`config.mk`:
```
export PLATFORM = sky130hd
export DESIGN_NAME = multicycle_ctrl_fsm_flat
export DESIGN_NICKNAME = d
export VERILOG_FILES = /design/src/rtl/multicycle_ctrl_fsm_pkg.sv /design/src/rtl/multicycle_ctrl_fsm_if.sv /design/src/rtl/multicycle_ctrl_fsm_mem_wait.sv /design/src/rtl/multicycle_ctrl_fsm.sv /design/src/flat_wrapper.sv
export SDC_FILE = /design/constraint.sdc
export NUM_CORES = 1
export LEC_CHECK = 0
export BUFFER_PORTS_ARGS = -buffer_cell sky130_fd_sc_hd__buf_2
export CAP_MARGIN = 20
export CORE_ASPECT_RATIO = 1.25
export CORE_MARGIN = 2
export CORE_UTILIZATION = 50
export CTS_CLUSTER_DIAMETER = 60
export DETAILED_ROUTE_END_ITERATION = 10
export PLACE_DENSITY = 0.92
export SETUP_SLACK_MARGIN = 0.5
export SLEW_MARGIN = 10
export SYNTH_ARGS = -nofsm -noshare
export SYNTH_HDL_FRONTEND = slang
export SYNTH_SLANG_ARGS = --single-unit
```
`constraint.sdc`:
```
create_clock -name clk -period 2.32 [get_ports clk]
set_input_delay 0.348 -clock clk [delete_from_list [all_inputs] [get_ports clk]]
set_output_delay 0.348 -clock clk [all_outputs]
set_load 0.01 [all_outputs]
```
`src/rtl/multicycle_ctrl_fsm_pkg.sv`:
```
// Shared encodings for the multi-cycle MIPS-subset control unit: opcodes, functs,
// ALU operations, FSM states and datapath mux selects.
package mips_ctrl_pkg;

  localparam logic [5:0] OP_RTYPE = 6'h00;
  localparam logic [5:0] OP_J     = 6'h02;
  localparam logic [5:0] OP_JAL   = 6'h03;
  localparam logic [5:0] OP_BEQ   = 6'h04;
  localparam logic [5:0] OP_BNE   = 6'h05;
  localparam logic [5:0] OP_ADDI  = 6'h08;
  localparam logic [5:0] OP_XORI  = 6'h0E;
  localparam logic [5:0] OP_LW    = 6'h23;
  localparam logic [5:0] OP_SW    = 6'h2B;

  localparam logic [5:0] FN_JR  = 6'h08;
  localparam logic [5:0] FN_ADD = 6'h20;
  localparam logic [5:0] FN_SUB = 6'h22;
  localparam logic [5:0] FN_SLT = 6'h2A;

  localparam logic [2:0] ALU_ADD = 3'd0;
  localparam logic [2:0] ALU_SUB = 3'd1;
  localparam logic [2:0] ALU_XOR = 3'd2;
  localparam logic [2:0] ALU_SLT = 3'd3;

  typedef enum logic [2:0] {
    S_FETCH  = 3'd0,
    S_DECODE = 3'd1,
    S_EXEC   = 3'd2,
    S_MEM    = 3'd3,
    S_WB     = 3'd4
  } state_e;

  localparam logic [1:0] DST_RT = 2'd0, DST_RD = 2'd1, DST_R31 = 2'd2;
  localparam logic [1:0] RIN_ALUOUT = 2'd0, RIN_MDR = 2'd1, RIN_PC = 2'd2;
  localparam logic [1:0] SRCA_PC = 2'd0, SRCA_A = 2'd1;
  localparam logic [1:0] SRCB_B = 2'd0, SRCB_FOUR = 2'd1, SRCB_IMM = 2'd2, SRCB_BROFF = 2'd3;
  localparam logic [1:0] PCS_ALU = 2'd0, PCS_JUMP = 2'd1, PCS_REG = 2'd2, PCS_ALUOUT = 2'd3;

  function automatic logic is_supported(input logic [5:0] op, input logic [5:0] fn);
    case (op)
      OP_RTYPE: is_supported = (fn == FN_ADD) || (fn == FN_SUB) || (fn == FN_SLT) || (fn == FN_JR);
      OP_J, OP_JAL, OP_BEQ, OP_BNE, OP_ADDI, OP_XORI, OP_LW, OP_SW: is_supported = 1'b1;
      default:  is_supported = 1'b0;
    endcase
  endfunction

endpackage

```
`src/rtl/multicycle_ctrl_fsm_if.sv`:
```
// Control/datapath boundary. Handshake: mem_ready high in a FETCH or MEM cycle means
// the access completes at the next rising edge; the controller never waits on other states.
interface multicycle_ctrl_fsm_if #(parameter int ALUOPW = 3);
  logic [5:0]        opcode;
  logic [5:0]        funct;
  logic              zero;
  logic              mem_ready;
  logic              pc_we, ir_we, mem_we, reg_we, a_we, b_we;
  logic              mem_in;
  logic [1:0]        reg_dst, reg_in, alu_src_a, alu_src_b, pc_src;
  logic [ALUOPW-1:0] alu_op;
  logic [2:0]        state;
  logic              instr_done, illegal, bus_err;

  modport master (
    input  opcode, funct, zero, mem_ready,
    output pc_we, ir_we, mem_we, reg_we, a_we, b_we, mem_in, reg_dst, reg_in,
           alu_src_a, alu_src_b, alu_op, pc_src, state, instr_done, illegal, bus_err
  );

  modport slave (
    output opcode, funct, zero, mem_ready,
    input  pc_we, ir_we, mem_we, reg_we, a_we, b_we, mem_in, reg_dst, reg_in,
           alu_src_a, alu_src_b, alu_op, pc_src, state, instr_done, illegal, bus_err
  );
endinterface

```
`src/rtl/multicycle_ctrl_fsm_mem_wait.sv`:
```
// Memory wait counter: counts stalled cycles in a waiting state and flags expiry.
module mem_wait_timer #(parameter int TIMEOUT = 15) (
  input  logic clk,
  input  logic rst_n,
  input  logic waiting,
  input  logic ready,
  output logic expired
);
  logic [7:0] cnt_q, cnt_d;

  // Any cycle that is not a continuing stall returns the count to zero, so every
  // entry into a waiting state starts from a clean count.
  always_comb begin
    expired = waiting && !ready && (cnt_q == 8'(TIMEOUT));
    cnt_d   = (waiting && !ready && !expired) ? cnt_q + 8'd1 : 8'd0;
  end

  always_ff @(posedge clk or negedge rst_n) begin
    if (!rst_n) cnt_q <= 8'd0;
    else        cnt_q <= cnt_d;
  end
endmodule

```
`src/rtl/multicycle_ctrl_fsm.sv`:
```
// Multi-cycle MIPS-subset control FSM: sequences FETCH/DECODE/EXEC/MEM/WB and drives
// all datapath enables and selects, with memory-ready handshake and bus timeout.
module multicycle_ctrl_fsm
  import mips_ctrl_pkg::*;
#(
  parameter int ALUOPW        = 3,
  parameter int MEM_HANDSHAKE = 1,
  parameter int TIMEOUT       = 15
) (
  input logic                  clk,
  input logic                  rst_n,
  multicycle_ctrl_fsm_if.master bus
);
  state_e     state_q, state_d;
  logic       rdy, waiting, expired;
  logic       pc_we_c, ir_we_c, mem_we_c, reg_we_c, a_we_c, b_we_c;
  logic       done_c, illegal_c, bus_err_c, mem_in_c;
  logic [1:0] reg_dst_c, reg_in_c, src_a_c, src_b_c, pc_src_c;
  logic [2:0] alu_c;

  assign rdy     = (MEM_HANDSHAKE != 0) ? bus.mem_ready : 1'b1;
  assign waiting = (state_q == S_FETCH) || (state_q == S_MEM);

  mem_wait_timer #(.TIMEOUT(TIMEOUT)) u_timer (
    .clk(clk), .rst_n(rst_n), .waiting(waiting), .ready(rdy), .expired(expired)
  );

  always_ff @(posedge clk or negedge rst_n) begin
    if (!rst_n) state_q <= S_FETCH;
    else        state_q <= state_d;
  end

  always_comb begin
    state_d  = state_q;
    pc_we_c  = 1'b0; ir_we_c = 1'b0; mem_we_c = 1'b0; reg_we_c = 1'b0;
    a_we_c   = 1'b0; b_we_c = 1'b0; done_c = 1'b0; illegal_c = 1'b0;
    bus_err_c = 1'b0; mem_in_c = 1'b0;
    reg_dst_c = DST_RT; reg_in_c = RIN_ALUOUT; src_a_c = SRCA_PC;
    src_b_c   = SRCB_B; pc_src_c = PCS_ALU;   alu_c   = ALU_ADD;
    case (state_q)
      S_FETCH: begin
        src_b_c = SRCB_FOUR;
        if (expired) begin
          bus_err_c = 1'b1; done_c = 1'b1;
        end else if (rdy) begin
          ir_we_c = 1'b1; pc_we_c = 1'b1; state_d = S_DECODE;
        end
      end
      S_DECODE: begin
        src_b_c = SRCB_BROFF;
        state_d = S_FETCH;
        if (!is_supported(bus.opcode, bus.funct)) begin
          illegal_c = 1'b1; done_c = 1'b1;
        end else begin
          a_we_c = 1'b1; b_we_c = 1'b1;
          if (bus.opcode == OP_J || bus.opcode == OP_JAL) begin
            pc_we_c = 1'b1; pc_src_c = PCS_JUMP; done_c = 1'b1;
            if (bus.opcode == OP_JAL) begin
              reg_we_c = 1'b1; reg_dst_c = DST_R31; reg_in_c = RIN_PC;
            end
          end else begin
            state_d = S_EXEC;
          end
        end
      end
      S_EXEC: begin
        src_a_c = SRCA_A;
        state_d = S_FETCH;
        case (bus.opcode)
          OP_RTYPE: begin
            if (bus.funct == FN_JR) begin
              src_a_c = SRCA_PC; pc_we_c = 1'b1; pc_src_c = PCS_REG; done_c = 1'b1;
            end else begin
              alu_c   = (bus.funct == FN_SUB) ? ALU_SUB :
                        (bus.funct == FN_SLT) ? ALU_SLT : ALU_ADD;
              state_d = S_WB;
            end
          end
          OP_ADDI, OP_XORI: begin
            src_b_c = SRCB_IMM;
            alu_c   = (bus.opcode == OP_XORI) ? ALU_XOR : ALU_ADD;
            state_d = S_WB;
          end
          OP_LW, OP_SW: begin
            src_b_c = SRCB_IMM; state_d = S_MEM;
          end
          OP_BEQ, OP_BNE: begin
            alu_c    = ALU_SUB; pc_src_c = PCS_ALUOUT; done_c = 1'b1;
            pc_we_c  = (bus.opcode == OP_BEQ) ? bus.zero : !bus.zero;
          end
          default: ;
        endcase
      end
      S_MEM: begin
        mem_in_c = 1'b1;
        if (expired) begin
          bus_err_c = 1'b1; done_c = 1'b1; state_d = S_FETCH;
        end else if (bus.opcode == OP_SW) begin
          mem_we_c = 1'b1;
          if (rdy) begin
            done_c = 1'b1; state_d = S_FETCH;
          end
        end else if (rdy) begin
          state_d = S_WB;
        end
      end
      S_WB: begin
        reg_we_c  = 1'b1; done_c = 1'b1; state_d = S_FETCH;
        reg_dst_c = (bus.opcode == OP_RTYPE) ? DST_RD : DST_RT;
        reg_in_c  = (bus.opcode == OP_LW) ? RIN_MDR : RIN_ALUOUT;
      end
      default: state_d = S_FETCH;
    endcase
  end

  // While reset is held no strobe may reach the datapath, even from the FETCH decode.
  assign bus.pc_we      = pc_we_c   & rst_n;
  assign bus.ir_we      = ir_we_c   & rst_n;
  assign bus.mem_we     = mem_we_c  & rst_n;
  assign bus.reg_we     = reg_we_c  & rst_n;
  assign bus.a_we       = a_we_c    & rst_n;
  assign bus.b_we       = b_we_c    & rst_n;
  assign bus.instr_done = done_c    & rst_n;
  assign bus.illegal    = illegal_c & rst_n;
  assign bus.bus_err    = bus_err_c & rst_n;
  assign bus.mem_in     = mem_in_c;
  assign bus.reg_dst    = reg_dst_c;
  assign bus.reg_in     = reg_in_c;
  assign bus.alu_src_a  = src_a_c;
  assign bus.alu_src_b  = src_b_c;
  assign bus.pc_src     = pc_src_c;
  assign bus.alu_op     = ALUOPW'(alu_c);
  assign bus.state      = state_q;
endmodule

```
`src/flat_wrapper.sv`:
```
// flat-port wrapper written by rule: the top's interface ports become plain ports
module multicycle_ctrl_fsm_flat import mips_ctrl_pkg::*;
#(
  parameter int ALUOPW        = 3,
  parameter int MEM_HANDSHAKE = 1,
  parameter int TIMEOUT       = 15
)
  (clk, rst_n, bus_opcode, bus_funct, bus_zero, bus_mem_ready, bus_pc_we, bus_ir_we, bus_mem_we, bus_reg_we, bus_a_we, bus_b_we, bus_mem_in, bus_reg_dst, bus_reg_in, bus_alu_src_a, bus_alu_src_b, bus_alu_op, bus_pc_src, bus_state, bus_instr_done, bus_illegal, bus_bus_err);
  multicycle_ctrl_fsm_if #(.ALUOPW(ALUOPW)) bus_i ();
  input logic clk;
  input logic rst_n;
  input wire logic [$bits(bus_i.opcode)-1:0] bus_opcode;
  input wire logic [$bits(bus_i.funct)-1:0] bus_funct;
  input wire logic [$bits(bus_i.zero)-1:0] bus_zero;
  input wire logic [$bits(bus_i.mem_ready)-1:0] bus_mem_ready;
  output wire logic [$bits(bus_i.pc_we)-1:0] bus_pc_we;
  output wire logic [$bits(bus_i.ir_we)-1:0] bus_ir_we;
  output wire logic [$bits(bus_i.mem_we)-1:0] bus_mem_we;
  output wire logic [$bits(bus_i.reg_we)-1:0] bus_reg_we;
  output wire logic [$bits(bus_i.a_we)-1:0] bus_a_we;
  output wire logic [$bits(bus_i.b_we)-1:0] bus_b_we;
  output wire logic [$bits(bus_i.mem_in)-1:0] bus_mem_in;
  output wire logic [$bits(bus_i.reg_dst)-1:0] bus_reg_dst;
  output wire logic [$bits(bus_i.reg_in)-1:0] bus_reg_in;
  output wire logic [$bits(bus_i.alu_src_a)-1:0] bus_alu_src_a;
  output wire logic [$bits(bus_i.alu_src_b)-1:0] bus_alu_src_b;
  output wire logic [$bits(bus_i.alu_op)-1:0] bus_alu_op;
  output wire logic [$bits(bus_i.pc_src)-1:0] bus_pc_src;
  output wire logic [$bits(bus_i.state)-1:0] bus_state;
  output wire logic [$bits(bus_i.instr_done)-1:0] bus_instr_done;
  output wire logic [$bits(bus_i.illegal)-1:0] bus_illegal;
  output wire logic [$bits(bus_i.bus_err)-1:0] bus_bus_err;
  assign bus_i.opcode = bus_opcode;
  assign bus_i.funct = bus_funct;
  assign bus_i.zero = bus_zero;
  assign bus_i.mem_ready = bus_mem_ready;
  assign bus_pc_we = bus_i.pc_we;
  assign bus_ir_we = bus_i.ir_we;
  assign bus_mem_we = bus_i.mem_we;
  assign bus_reg_we = bus_i.reg_we;
  assign bus_a_we = bus_i.a_we;
  assign bus_b_we = bus_i.b_we;
  assign bus_mem_in = bus_i.mem_in;
  assign bus_reg_dst = bus_i.reg_dst;
  assign bus_reg_in = bus_i.reg_in;
  assign bus_alu_src_a = bus_i.alu_src_a;
  assign bus_alu_src_b = bus_i.alu_src_b;
  assign bus_alu_op = bus_i.alu_op;
  assign bus_pc_src = bus_i.pc_src;
  assign bus_state = bus_i.state;
  assign bus_instr_done = bus_i.instr_done;
  assign bus_illegal = bus_i.illegal;
  assign bus_bus_err = bus_i.bus_err;
  multicycle_ctrl_fsm #(.ALUOPW(ALUOPW), .MEM_HANDSHAKE(MEM_HANDSHAKE), .TIMEOUT(TIMEOUT)) u_core (.clk(clk), .rst_n(rst_n), .bus(bus_i));
endmodule
```
---- Word-level counts from Yosys, hierarchy flattened ----
Index checks and enable logic that the tools add are counted.
operators by class
  bitwise gates (word level) .............. 8
  add/sub/neg operators ................... 1
  equal/unequal tests ..................... 20
  muxes and demuxes ....................... 65
  reduce and logical (&&, ||, !) cells .... 20
operators with widths
  operator             number
  $mux 3               11
  $eq 6x6->1 const B   5
  $mux 1               28
  $mux 2               11
  $eq 6x4->1 const B   3
  $pmux 3 s3           2
  $pmux 2 s2           4
  $eq 6x2->1 const B   2
  $eq 6x3->1 const B   2
  $pmux 3 s4           1
  $add 8x1->8 const B  1
  $and 1x1->1          8
  $eq 8x4->1 const B   1
  $mux 8               1
  $pmux 1 s2           4
  $reduce_or 2->1      4
  $reduce_or 8->1      1
  $eq 3x2->1 const B   2
  $logic_not 6->1      1
  $pmux 2 s3           1
  $logic_or 1x1->1     5
  $pmux 1 s5           1
  $ne 2x2->1 const B   2
  $reduce_or 4->1      1
  8 further kinds      12
storage, ports and cells
  input port bits ......................... 16
  word-level logic and storage cells ...... 116
  flip-flop bits (word level) ............. 11

---- Longest topological paths before layout ----
Gate-level depths: netlist of run 1.
  word-level depth ........................ 9
  depth in mapped cells ................... 7

---- Cells and area by module ----
A second synthesis of run 1 with hierarchy kept.
unflattened totals
  cells, all modules ...................... 142
  area, all modules ....................... 1037.2 um2
by module, submodules not included
  module               area an instance (um2)  cells each  seq. area each (um2)  times used
  multicycle_ctrl_fsm  658.1                   104         75.1                  1
  mem_wait_timer       379.1                   38          200.2                 1

---- Least setup slack after synthesis of run 1 ----
Ideal clock, no wire load.
  path kind ............................... register -> output
  from .................................... register u_core.state_q[2] (netlist: u_core.bus.state[2])
  to ...................................... output port bus_instr_done
  cell stages (with the launch flop) ...... 6
  data arrival time ....................... 1.602 ns
  path buffers ............................ 1
  path slack .............................. 0.370 ns
  cells stage by stage .................... dfrtp_1 -> clkbuf_4 -> or3b_2 -> a21oi_4 -> a2111oi_2 -> o22ai_1
on the way
  longest elaborated chain between the ends .. 7
  elaborated cells on any way between the ends .. 12
  classes of those cells .................. eq/ne (4); mux (3); bitwise (1); reduce/logical (4)
ends and longest elaborated chain
  element                                               RTL line                                              RTL
  from (decl)                                           multicycle_ctrl_fsm.sv:14                             state_e state_q, state_d;
  from (signal assigned)                                multicycle_ctrl_fsm.sv:30                             else state_q <= state_d;
  $eq 3x2->1 / $logic_not 3->1 (equally long branches)  multicycle_ctrl_fsm.sv:22, multicycle_ctrl_fsm.sv:40
  $logic_or 1x1->1                                      multicycle_ctrl_fsm.sv:22                             assign waiting = (state_q == S_FETCH) || (state_q == S_MEM);
  $logic_and 1x1->1 (2 in series)                       multicycle_ctrl_fsm_mem_wait.sv:14                    expired = waiting && !ready && (cnt_q == 8'(TIMEOUT));
  $mux 1 (on tied branches)                             multicycle_ctrl_fsm.sv:96, multicycle_ctrl_fsm.sv:43
  $pmux 1 s5 *                                          multicycle_ctrl_fsm.sv:40                             case (state_q)
  $and 1x1->1 *                                         multicycle_ctrl_fsm.sv:123                            assign bus.instr_done = done_c & rst_n;
  to (decl)                                             flat_wrapper.sv:30                                    output wire logic [$bits(bus_i.instr_done)-1:0] bus_instr_done;
Mark *: on every way between the ends. The rest lies on a longest branch, timed or not.

---- Worst setup path after layout of run 1 ----
  from .................................... input port bus_funct[0]
  to ...................................... output port bus_instr_done
on the way
  longest elaborated chain between the ends .. 9
  elaborated cells on any way between the ends .. 14
  classes of those cells .................. eq/ne (4); mux (6); bitwise (1); reduce/logical (3)
ends and longest elaborated chain
  element                         RTL line                       RTL
  from (decl)                     flat_wrapper.sv:13             input wire logic [$bits(bus_i.funct)-1:0] bus_funct;
  $eq 6x6->1                      multicycle_ctrl_fsm_pkg.sv:41  OP_RTYPE: is_supported = (fn == FN_ADD) || (fn == FN_SUB) || (fn == FN_SLT) || (fn == FN_JR);
  $logic_or 1x1->1 (3 in series)  multicycle_ctrl_fsm_pkg.sv:41
  $pmux 1 s2                      multicycle_ctrl_fsm_pkg.sv:40  case (op)
  $mux 1                          multicycle_ctrl_fsm.sv:40
  $mux 1                          multicycle_ctrl_fsm.sv:52      if (!is_supported(bus.opcode, bus.funct)) begin
  $pmux 1 s5 *                    multicycle_ctrl_fsm.sv:40
  $and 1x1->1 *                   multicycle_ctrl_fsm.sv:123
Mark *: on every way between the ends. The rest lies on a longest branch, timed or not. The select of a mux whose other input is x is not followed.

==> results of run 1 <==
-- final cells by class --
| type | instances | area (sq um) | area share [%] |
|---|---|---|---|
| Clock buffer | 4 | 26.28 | 1.463 |
| Inverter | 5 | 18.77 | 1.045 |
| Timing Repair Buffer | 68 | 496.7 | 27.67 |
| Tap cell | 21 | 26.28 | 1.463 |
| Sequential cell | 11 | 279.0 | 15.54 |
| Multi-Input combinational cell | 109 | 948.4 | 52.82 |
-- synthesized netlist by cell type (all sizes together) --
cell / number
a2111oi: 1
a211oi: 1
a21boi: 1
a21o: 2
a21oi: 8
and2: 4
and3: 3
and3b: 1
and4: 1
buf: 9
clkbuf: 1
conb: 1
dfrtp: 11
ha: 1
inv: 5
mux2i: 1
nand2: 13
nand2b: 3
nand3: 6
nand4: 1
nand4b: 1
nor2: 19
nor2b: 1
nor3: 5
nor3b: 3
nor4: 4
nor4b: 2
o21a: 1
o21ai: 7
o21bai: 1
o221a: 1
o221ai: 1
o22ai: 2
o311ai: 1
o32ai: 1
or3: 1
or3b: 1
or4: 1
xnor2: 4
xor2: 3
-- report_power, final --
part | total (uW) | internal, uW | switching [uW]
clock network | 130 | 66.6 | 63.5
logic | 225 | 105 | 120
registers | 208 | 199 | 9.67
-- metrics by stage --
| step | cells | utilization (%) | hold slack (ns) | total power [uW] | cell area (sq um) |
|---|---|---|---|---|---|
| 5_1_grt | 218 | 83.92 | 0.1333 | 585.9 | 1795 |
| 3_3_place_gp | 188 | 58.95 | 0.1812 | 336.4 | 1261 |
| 3_5_place_dp | 188 | 58.95 | 0.1866 | 343.0 | 1261 |
| 4_1_cts | 207 | 71.70 | 0.08554 | 515.9 | 1534 |
| 6_report | 218 | 83.92 | 0.09826 | 563.7 | 1795 |
| 2_1_floorplan | 135 | - | 0.05241 | 302.0 | 1114 |
-- routing by layer --
layer	vias to the layer above	routed length [microns]	part of all wire, %
met5	-	0	0
met2	100	2200	51
met1	654	1546	36
met4	0	248	5.7
met3	26	327	7.6
li1	605	-	-
-- state kept, by name, indices dropped and copies added (netlist names) --
signal	flops
u_core.bus.state	3
u_core.u_timer.cnt_q	8
-- worst max-delay path, stage by stage --
cell and delay (ns):
buf_2 0.10, nor3_2 0.36, nand4_1 0.33, a21oi_4 0.28, a2111oi_4 0.09, o22ai_1 0.18, buf_2 0.16
-- logic make-up (layout without fill, tap and decap cells) --
| kind of cell | Yosys count | in the layout | share of synthesized area [%] |
|---|---|---|---|
| AOI/OAI and AO/OA | 28 | 28 | 18.80 |
| xor gates and xnor gates | 7 | 7 | 5.549 |
| adders and majority gates | 1 | 1 | 1.132 |
| buffers and inverters | 15 | 77 | 10.42 |
| DFF | 11 | 11 | 24.91 |
| muxes | 1 | 1 | 0.9060 |
| other | 1 | 2 | 0.3394 |
| and+or+nand+nor | 70 | 70 | 37.94 |
-- what timing repair did --
action,in CTS,in global routing
endpoints found under the setup margin,18,17
pin swaps,18,15
hold buffers,1,0
gates resized for setup,28,42
hold endpoints to repair,3,0
buffers inserted,14,11
-- how the worst min path moves through the flow --
stage                               to
3_5_place_dp   u_core.u_timer.cnt_q[6]
3_3_place_gp   u_core.u_timer.cnt_q[6]
5_1_grt        u_core.u_timer.cnt_q[4]
6_report       u_core.u_timer.cnt_q[4]
4_1_cts        u_core.u_timer.cnt_q[4]
2_1_floorplan      u_core.bus.state[0]
==> summary.txt, run 1 <==
Placed design
  – IO Port Bufs: 39
  – Pre-CTS setup slack: 0.2568 ns
  – RD Place Congestion: 0.8147
  – Hpwl dp: 2223 microns

Final layout
  – Fraction of layout cells with a size suffix above 1: 59.90%
  – # diodes: 0
  – Commonest non-fill, non-tap cell in the layout: buf_2
  – Commonest non-fill, non-tap cells in the layout: 31 x buf_2, 23 x buf_4, 13 x nor2_1
  – Fillers: 116
  – Nets: 215
  – Syn-to-layout area delta: 62.51%

Detailed routing
  – Router iterations before antenna repair: 4
  – Routed wire length: 4322 microns
  – 1st-iter DRT viols: 41
  – Residual DRC count: 0
  – Per-cell routed wire length: 19.83 microns
  – DR vias: 1,385
  – Via density: 6.353
  – Post-route ant nets: 0

Pwr
  – Power Density: 314.0 nW/um^2
  – IR drop worst, VDD: 0.3545 mV
  – LEAKAGE: 0.0008250 uW

Yosys
  – Syn Inst Count: 134
  – Synth warn: 0
  – Post-synth top area share: 24.92%
  – Avg Cell Area, Syn: 8.245 sq um
  – Post-Syn Area: 1105 sq um
  – Seq/Total Area, Yosys: 24.92%
  – Dominant cells by area after synthesis: dfrtp_1 25%, nor2_1 6.1%, nand2_1 4.4%
  – Post-synthesis register bit count: 11
  – Netlist cell types: 53
  – Leading area contributor after synthesis: dfrtp_1

Global routing
  – Initial antenna violation count: 0
  – M3 GR Usage: 2.251%
  – Largest net degree at the start of global routing: 13
  – Global-route wire length before repair: 4995 microns
  – M1 GR Usage: 28.34%
  – GRT overflow: 0
  – GR Layer Usage met2: 46.23%
  – Busiest grt layer: met2
  – Total track usage: 25.65%
  – Vias in the first global route: 1,180

Clock tree
  – CTS max path bufs: 2
  – H-tree level count: 1
  – CTS clock-pin slew for the worst setup and hold paths: 0.07 ns
  – CTS Buf Count: 3
  – CTS tree: yes
  – Clk sinks: 11
  – Insertion delay of the later-clocked pin in the worst-skew pair: 0.27 ns
  – Root Driver: clkbuf_4

Critical path
  – Arrival @ worst endpoint: 1.86 ns
  – Reg2reg start: u_core.bus.state[2]
  – Reg2Reg Capture Point: u_core.bus.state[2]
  – Element type at the critical path end: output port
  – WS Path Type: input port to output port
  – Crit path launch type: input port
  – Reg2Reg Setup Slack: 0.65 ns
  – Crit path capture: bus_instr_done
  – Worst Reg-to-Reg Cells: 9
  – Critical path required time: 1.97 ns
  – Crit path max fanout: 4
  – Worst Setup SP: bus_funct[0]

STA
  – Max Freq: 453.6 MHz
  – Final Hold Fails: 0
  – RSZ-0062 raised after global routing: yes
  – Tcrit/Tclk final: 95.02%
  – Endpoints failing setup: 0
  – Clock skew: 0.005728 ns
  – Count of pins over their slew limit: 0
  – PnR worst setup slack: 0.1155 ns
  – Setup TNS: 0 ns
  – Clock period minus worst slack: 2.205 ns

Hold path
  – Hold WC Path Type: input port to async pin

Die
  – Die X: 46.05 microns
  – Initial Util: 51.64%
  – IO Pins: 42
  – Height of the die: 56.56 microns
  – Core Footprint: 2140 sq um
  – Row Count: 19
  – Die area: 2604 sq um

Run
  – Total of max-cap violations: 0

Status
  – Status: complete, no violations
(Power assumes the default switching activity.)
==> inputs of run 2 (changes only) <==
Settings changed: ABC_AREA set to 1, PLACE_DENSITY 0.92 to 0.94.
==> run 2 against run 1 <==
- total power rose by 44%
- first-iteration DRC count is 44% lower
- sequential cell count stayed put
- critical path type is now flip-flop to output port
==> summary.txt, run 2 <==
STA
  – Normalized max-slew margin: 66.45%
  – RSZ-0062 raised after global routing: yes
  – Actual slew at the worst max-slew pin: 0.5016 ns
  – Endpoints failing setup: 0
  – Clock skew: 0.002363 ns
  – Tcrit/Tclk final: 90.42%
  – Setup TNS: 0 ns
  – Count of pins over their slew limit: 0
  – Clock period minus worst slack: 2.098 ns
  – Max Freq: 476.7 MHz
  – Final Hold Fails: 0

Detailed routing
  – Post-route ant nets: 0
  – Residual DRC count: 0
  – Routed wire length: 3169 microns
  – Per-cell routed wire length: 13.04 microns
  – 1st-iter DRT viols: 23
  – Router iterations before antenna repair: 5
  – DR vias: 1,294
  – Via density: 5.325

Critical path
  – Crit path capture: bus_instr_done
  – WS Path Type: flip-flop to output port
  – Worst Reg-to-Reg Cells: 8
  – Crit path launch type: flip-flop
  – Worst Setup SP: u_core.bus.state[2]
  – Arrival @ worst endpoint: 1.75 ns
  – Element type at the critical path end: output port
  – Reg2Reg Setup Slack: 0.60 ns
  – Crit path max fanout: 6
  – Critical path required time: 1.97 ns
  – Reg2reg start: u_core.bus.state[2]
  – Reg2Reg Capture Point: u_core.bus.state[0]

Die
  – Height of the die: 53.90 microns
  – Initial Util: 51.42%
  – Die area: 2367 sq um
  – Die X: 43.92 microns
  – Core Footprint: 1937 sq um
  – Row Count: 18
  – IO Pins: 42

Placed design
  – RD Place Congestion: 0.8839
  – Hpwl dp: 2063 microns
  – IO Port Bufs: 39

Hold path
  – Hold WC Path Type: input port to flip-flop
  – Hold depth: 4

Clock tree
  – CTS clock-pin slew for the worst setup and hold paths: 0.07 ns
  – CTS max path bufs: 2
  – CTS tree: yes
  – Root Driver: clkbuf_4
  – CTS Buf Count: 3
  – Clk sinks: 11
  – Insertion delay of the later-clocked pin in the worst-skew pair: 0.28 ns
  – H-tree level count: 1

Pwr
  – LEAKAGE: 0.0008083 uW
  – Tot Pwr: 811.7 uW
  – Power Density: 542.9 nW/um^2
  – IR drop worst, VDD: 0.3438 mV

Yosys
  – Top-count cell post-synth: nor2_1
  – Post-synth top cells: 39 x nor2_1, 26 x inv_1, 22 x nand2_1
  – Leading area contributor after synthesis: dfrtp_1
  – Dominant cells by area after synthesis: dfrtp_1 28%, nor2_1 15%, inv_1 9.8%
  – Post-Syn Area: 996.0 sq um
  – Seq/Total Area, Yosys: 27.64%
  – Asr flop ratio synth: 100.0%
  – Post-synth top area share: 27.64%
  – Netlist cell types: 26
  – Syn Inst Count: 160
  – Post-synth top flop: dfrtp_1
  – EDFF count, synth: 0
  – Post-synthesis register bit count: 11
  – Synth warn: 0
  – Avg Cell Area, Syn: 6.225 sq um

Final layout
  – # diodes: 0
  – Nets: 241
  – Commonest non-fill, non-tap cells in the layout: 35 x buf_2, 33 x nor2_1, 24 x inv_1
  – Commonest non-fill, non-tap cell in the layout: buf_2
  – Syn-to-layout area delta: 50.13%
  – Fraction of layout cells with a size suffix above 1: 43.05%
  – Most flop-heavy register: u_core.u_timer.cnt_q
  – Fillers: 135
  – Max reg flops: 8

Global routing
  – Global-route wire length before repair: 4726 microns
  – Largest net degree at the start of global routing: 12
  – Initial antenna violation count: 0
  – Vias in the first global route: 1,210
  – Total track usage: 27.03%
  – GRT overflow: 0

Run
  – Total of max-cap violations: 0

Status
  – Status: complete, no violations
==> run 2: cell types whose count changed after synthesis, moves of 4 or more <==
cell,previous run,this run
inv_1,5,26
nand2_1,13,22
nand3_1,6,17
nand4_1,1,5
nor2_1,18,39
==> run 2: repair_timing <==
item / in CTS / in global routing
hold endpoints to repair: 11 / 0
hold buffers: 1 / 0
gates resized for setup: 19 / 13
pin swaps: 13 / 8
setup buffers: 16 / 6
setup endpoints to repair: 11 / 16
==> run 2: through the flow <==
step / instance area, sq um / util (%) / hold WS [ns] / setup WS (ns) / std cells
3_3_place_gp: 1190 / 61.43 / 0.2339 / 0.5152 / 216
6_report: 1495 / 77.20 / 0.4952 / 0.2222 / 243
4_1_cts: 1398 / 72.16 / 0.4571 / 0.3112 / 237
3_5_place_dp: 1190 / 61.43 / 0.2400 / 0.4678 / 216
5_1_grt: 1495 / 77.20 / 0.5219 / 0.1367 / 243
2_1_floorplan: 999.7 / - / 0.05241 / 0.5297 / 161
==> run 2: kinds of logic after synthesis <==
| kind of cell | Yosys count | share of synthesized area, % |
|---|---|---|
| fa+ha+maj | 1 | 1.256 |
| xor+xnor | 3 | 2.639 |
| buf+inv | 31 | 13.19 |
| simple gates | 100 | 46.99 |
| flops | 11 | 27.64 |
| other cells | 1 | 0.3765 |
| compound gates | 13 | 7.915 |
==> run 2: worst min path at each step <==
stage	from	endpoint
3_3_place_gp	rst_n	u_core.u_timer.cnt_q[6]
5_1_grt	bus_mem_ready	u_core.bus.state[1]
2_1_floorplan	rst_n	u_core.bus.state[0]
3_5_place_dp	rst_n	u_core.u_timer.cnt_q[6]
4_1_cts	bus_mem_ready	u_core.bus.state[0]
6_report	bus_mem_ready	u_core.bus.state[1]
==> run 2: report_power, final <==
group / switching [uW] / internal (uW)
sequential: 35.8 / 217
combinational: 226 / 198
clock: 67.7 / 66.9
==> run 2: layer usage <==
| metal | vias up | global-route usage, % | wire length, microns |
|---|---|---|---|
| met2 | 67 | 50.49 | 1670 |
| li1 | 631 | - | - |
| met4 | 0 | 16.16 | 122 |
| met1 | 582 | 28.07 | 1154 |
| met3 | 14 | 4.027 | 221 |
| met5 | - | 0 | 0 |
==> run 2: worst max-delay path, stage by stage, from the launching register on <==
cell	delay [ns]
dfrtp_2	0.46
inv_1	0.10
nand3_1	0.15
a21oi_2	0.22
nand2_1	0.12
nand3_1	0.11
nor2_2	0.06
a21oi_2	0.10
buf_2	0.14
==> run 2: cell type report <==
class | count | area, sq um | area share, %
inverter | 27 | 103.9 | 6.946
clock buffer | 4 | 26.28 | 1.757
tap | 20 | 25.02 | 1.674
multi-input combinational | 119 | 658.1 | 44.02
timing repair buffer | 62 | 402.9 | 26.95
sequential | 11 | 279.0 | 18.66
==> inputs of run 3 (changes only) <==
Settings changed: ABC_AREA 1 to unset, CORE_UTILIZATION 50 to 52, PLACE_DENSITY 0.94 to 0.95.
==> run 3 against run 2 <==
- final cell count fell by 14%
- register-to-register slack better by 0.18 ns
- critical path depth fell by 3
- utilization is 2.7 points higher
- clock power about the same
- setup slack worse by 0.049 ns
- die area up 6.1%
- clock-buffer cell count down 1
- largest cell class unchanged
- largest power group is now registers
==> summary.txt, run 3 (synthesized netlist as in run 1, its figures left out) <==
Pwr
  – Power Density: 338.3 nW/um^2
  – LEAKAGE: 0.0007455 uW
  – IR drop worst, VDD: 0.3233 mV
  – Tot Pwr: 535.5 uW

Detailed routing
  – DR vias: 1,247
  – Router iterations before antenna repair: 4
  – Residual DRC count: 0
  – Per-cell routed wire length: 16.38 microns
  – Routed wire length: 3439 microns
  – 1st-iter DRT viols: 38
  – Via density: 5.938
  – Post-route ant nets: 0

Die
  – Die area: 2512 sq um
  – Die X: 45.23 microns
  – Row Count: 18
  – Core Footprint: 1982 sq um
  – Height of the die: 55.54 microns
  – Initial Util: 55.74%
  – IO Pins: 42

Placed design
  – Hpwl dp: 2100 microns
  – IO Port Bufs: 39
  – RD Place Congestion: 0.8721
  – Pre-CTS setup slack: 0.2573 ns

Global routing
  – Total track usage: 26.33%
  – Vias in the first global route: 1,188
  – GRT overflow: 0
  – Largest net degree at the start of global routing: 13
  – Initial antenna violation count: 0
  – Global-route wire length before repair: 4954 microns

Clock tree
  – CTS max path bufs: 2
  – H-tree level count: 1
  – CTS tree: yes
  – CTS Buf Count: 3
  – Insertion delay of the later-clocked pin in the worst-skew pair: 0.28 ns
  – Root Driver: clkbuf_4
  – Clk sinks: 11
  – CTS clock-pin slew for the worst setup and hold paths: 0.07 ns

Critical path
  – Critical path required time: 1.97 ns
  – Arrival @ worst endpoint: 1.80 ns
  – Element type at the critical path end: output port
  – Crit path max fanout: 7
  – Worst Setup SP: u_core.bus.state[1]
  – Crit path launch type: flip-flop
  – WS Path Type: flip-flop to output port
  – Reg2reg start: u_core.bus.state[0]

STA
  – Max Freq: 465.7 MHz
  – Setup TNS: 0 ns
  – Count of pins over their slew limit: 0
  – Tcrit/Tclk final: 92.55%
  – Clock period minus worst slack: 2.147 ns
  – RSZ-0062 raised after global routing: yes
  – Final Hold Fails: 0
  – Clock skew: 0.003736 ns
  – PnR worst setup slack: 0.1728 ns
  – Hold slack final: 0.3438 ns
  – Endpoints failing setup: 0

Final layout
  – Syn-to-layout area delta: 43.26%
  – Most flop-heavy register: u_core.u_timer.cnt_q
  – Nets: 208
  – Fillers: 129
  – Max reg flops: 8
  – Commonest non-fill, non-tap cell in the layout: buf_2
  – Fraction of layout cells with a size suffix above 1: 51.05%
  – Commonest non-fill, non-tap cells in the layout: 39 x buf_2, 16 x nor2_1, 16 x buf_4
  – # diodes: 0

Hold path
  – HP Start: bus_mem_ready
  – Hold WC Path Type: input port to flip-flop

Run
  – Total of max-cap violations: 0

Status
  – Status: complete, no violations
[run 3: cell count changes in the layout (fill, tap and decap cells not counted), moves of 4 or more]
| cell | previous run | this run |
|---|---|---|
| buf_2 | 35 | 39 |
| buf_4 | 20 | 16 |
| inv_1 | 24 | 5 |
| nand2_1 | 19 | 12 |
| nand2_2 | 6 | 1 |
| nand3_1 | 14 | 5 |
| nand4_1 | 5 | 1 |
| nor2_1 | 33 | 16 |
| nor2_2 | 6 | 1 |
[run 3: power breakdown]
part / total [uW] / internal (uW) / switching, uW
clock network: 135 / 64.1 / 70.6
logic: 192 / 87.5 / 104
registers: 209 / 199 / 10.1
[run 3: worst max-delay path, cell delays in order (launching register included)]
cell and delay, ns:
dfrtp_2 0.49, and3b_1 0.23, and4_1 0.24, a2111oi_4 0.28, o22ai_1 0.13, buf_2 0.15
[run 3: per-layer routing]
layer,vias up,share of wire (%),wire length (microns),global-route usage [%]
li1,588,-,-,-
met1,589,37,1265,28.36
met2,63,55,1899,46.94
met3,7,5.7,196,2.288
met4,0,2.3,78,15.13
met5,-,0,0,0
[run 3: timing repair]
item,4_1_cts,5_1_grt
hold endpoints to repair,11,0
hold buffers,1,0
gates resized for setup,17,20
buffers inserted,14,6
pin swaps,4,2
setup endpoints to repair,17,18
[run 3: layout make-up]
cell class	count	area, sq um	share of cell area [%]
Clock buffer	3	22.52	1.423
Timing Repair Buffer	61	381.6	24.11
Multi-Input combinational cell	109	850.8	53.75
Clock inverter	1	5.005	0.3162
Inverter	5	18.77	1.186
Sequential cell	11	279.0	17.63
Tap cell	20	25.02	1.581
[run 3: path summary, 6_finish.rpt]
check / end / slack [ns] / cells after the start
max: bus_instr_done / 0.17 / 5
min in group asynchronous: u_core.u_timer.cnt_q[4] / 0.65 / 2
max in group asynchronous: u_core.bus.state[1] / 1.31 / 2
max reg2reg: u_core.bus.state[2] / 0.78 / 6
min: u_core.bus.state[1] / 0.34 / 2
min reg2reg: u_core.u_timer.cnt_q[0] / 0.54 / 2
[run 3: metrics by stage]
step | util, % | instances | instance area, sq um
floorplan | - | 135 | 1114
global placement | 62.82 | 185 | 1245
detailed placement | 62.82 | 185 | 1245
CTS | 73.23 | 204 | 1451
global route | 79.86 | 210 | 1583
finish | 79.86 | 210 | 1583
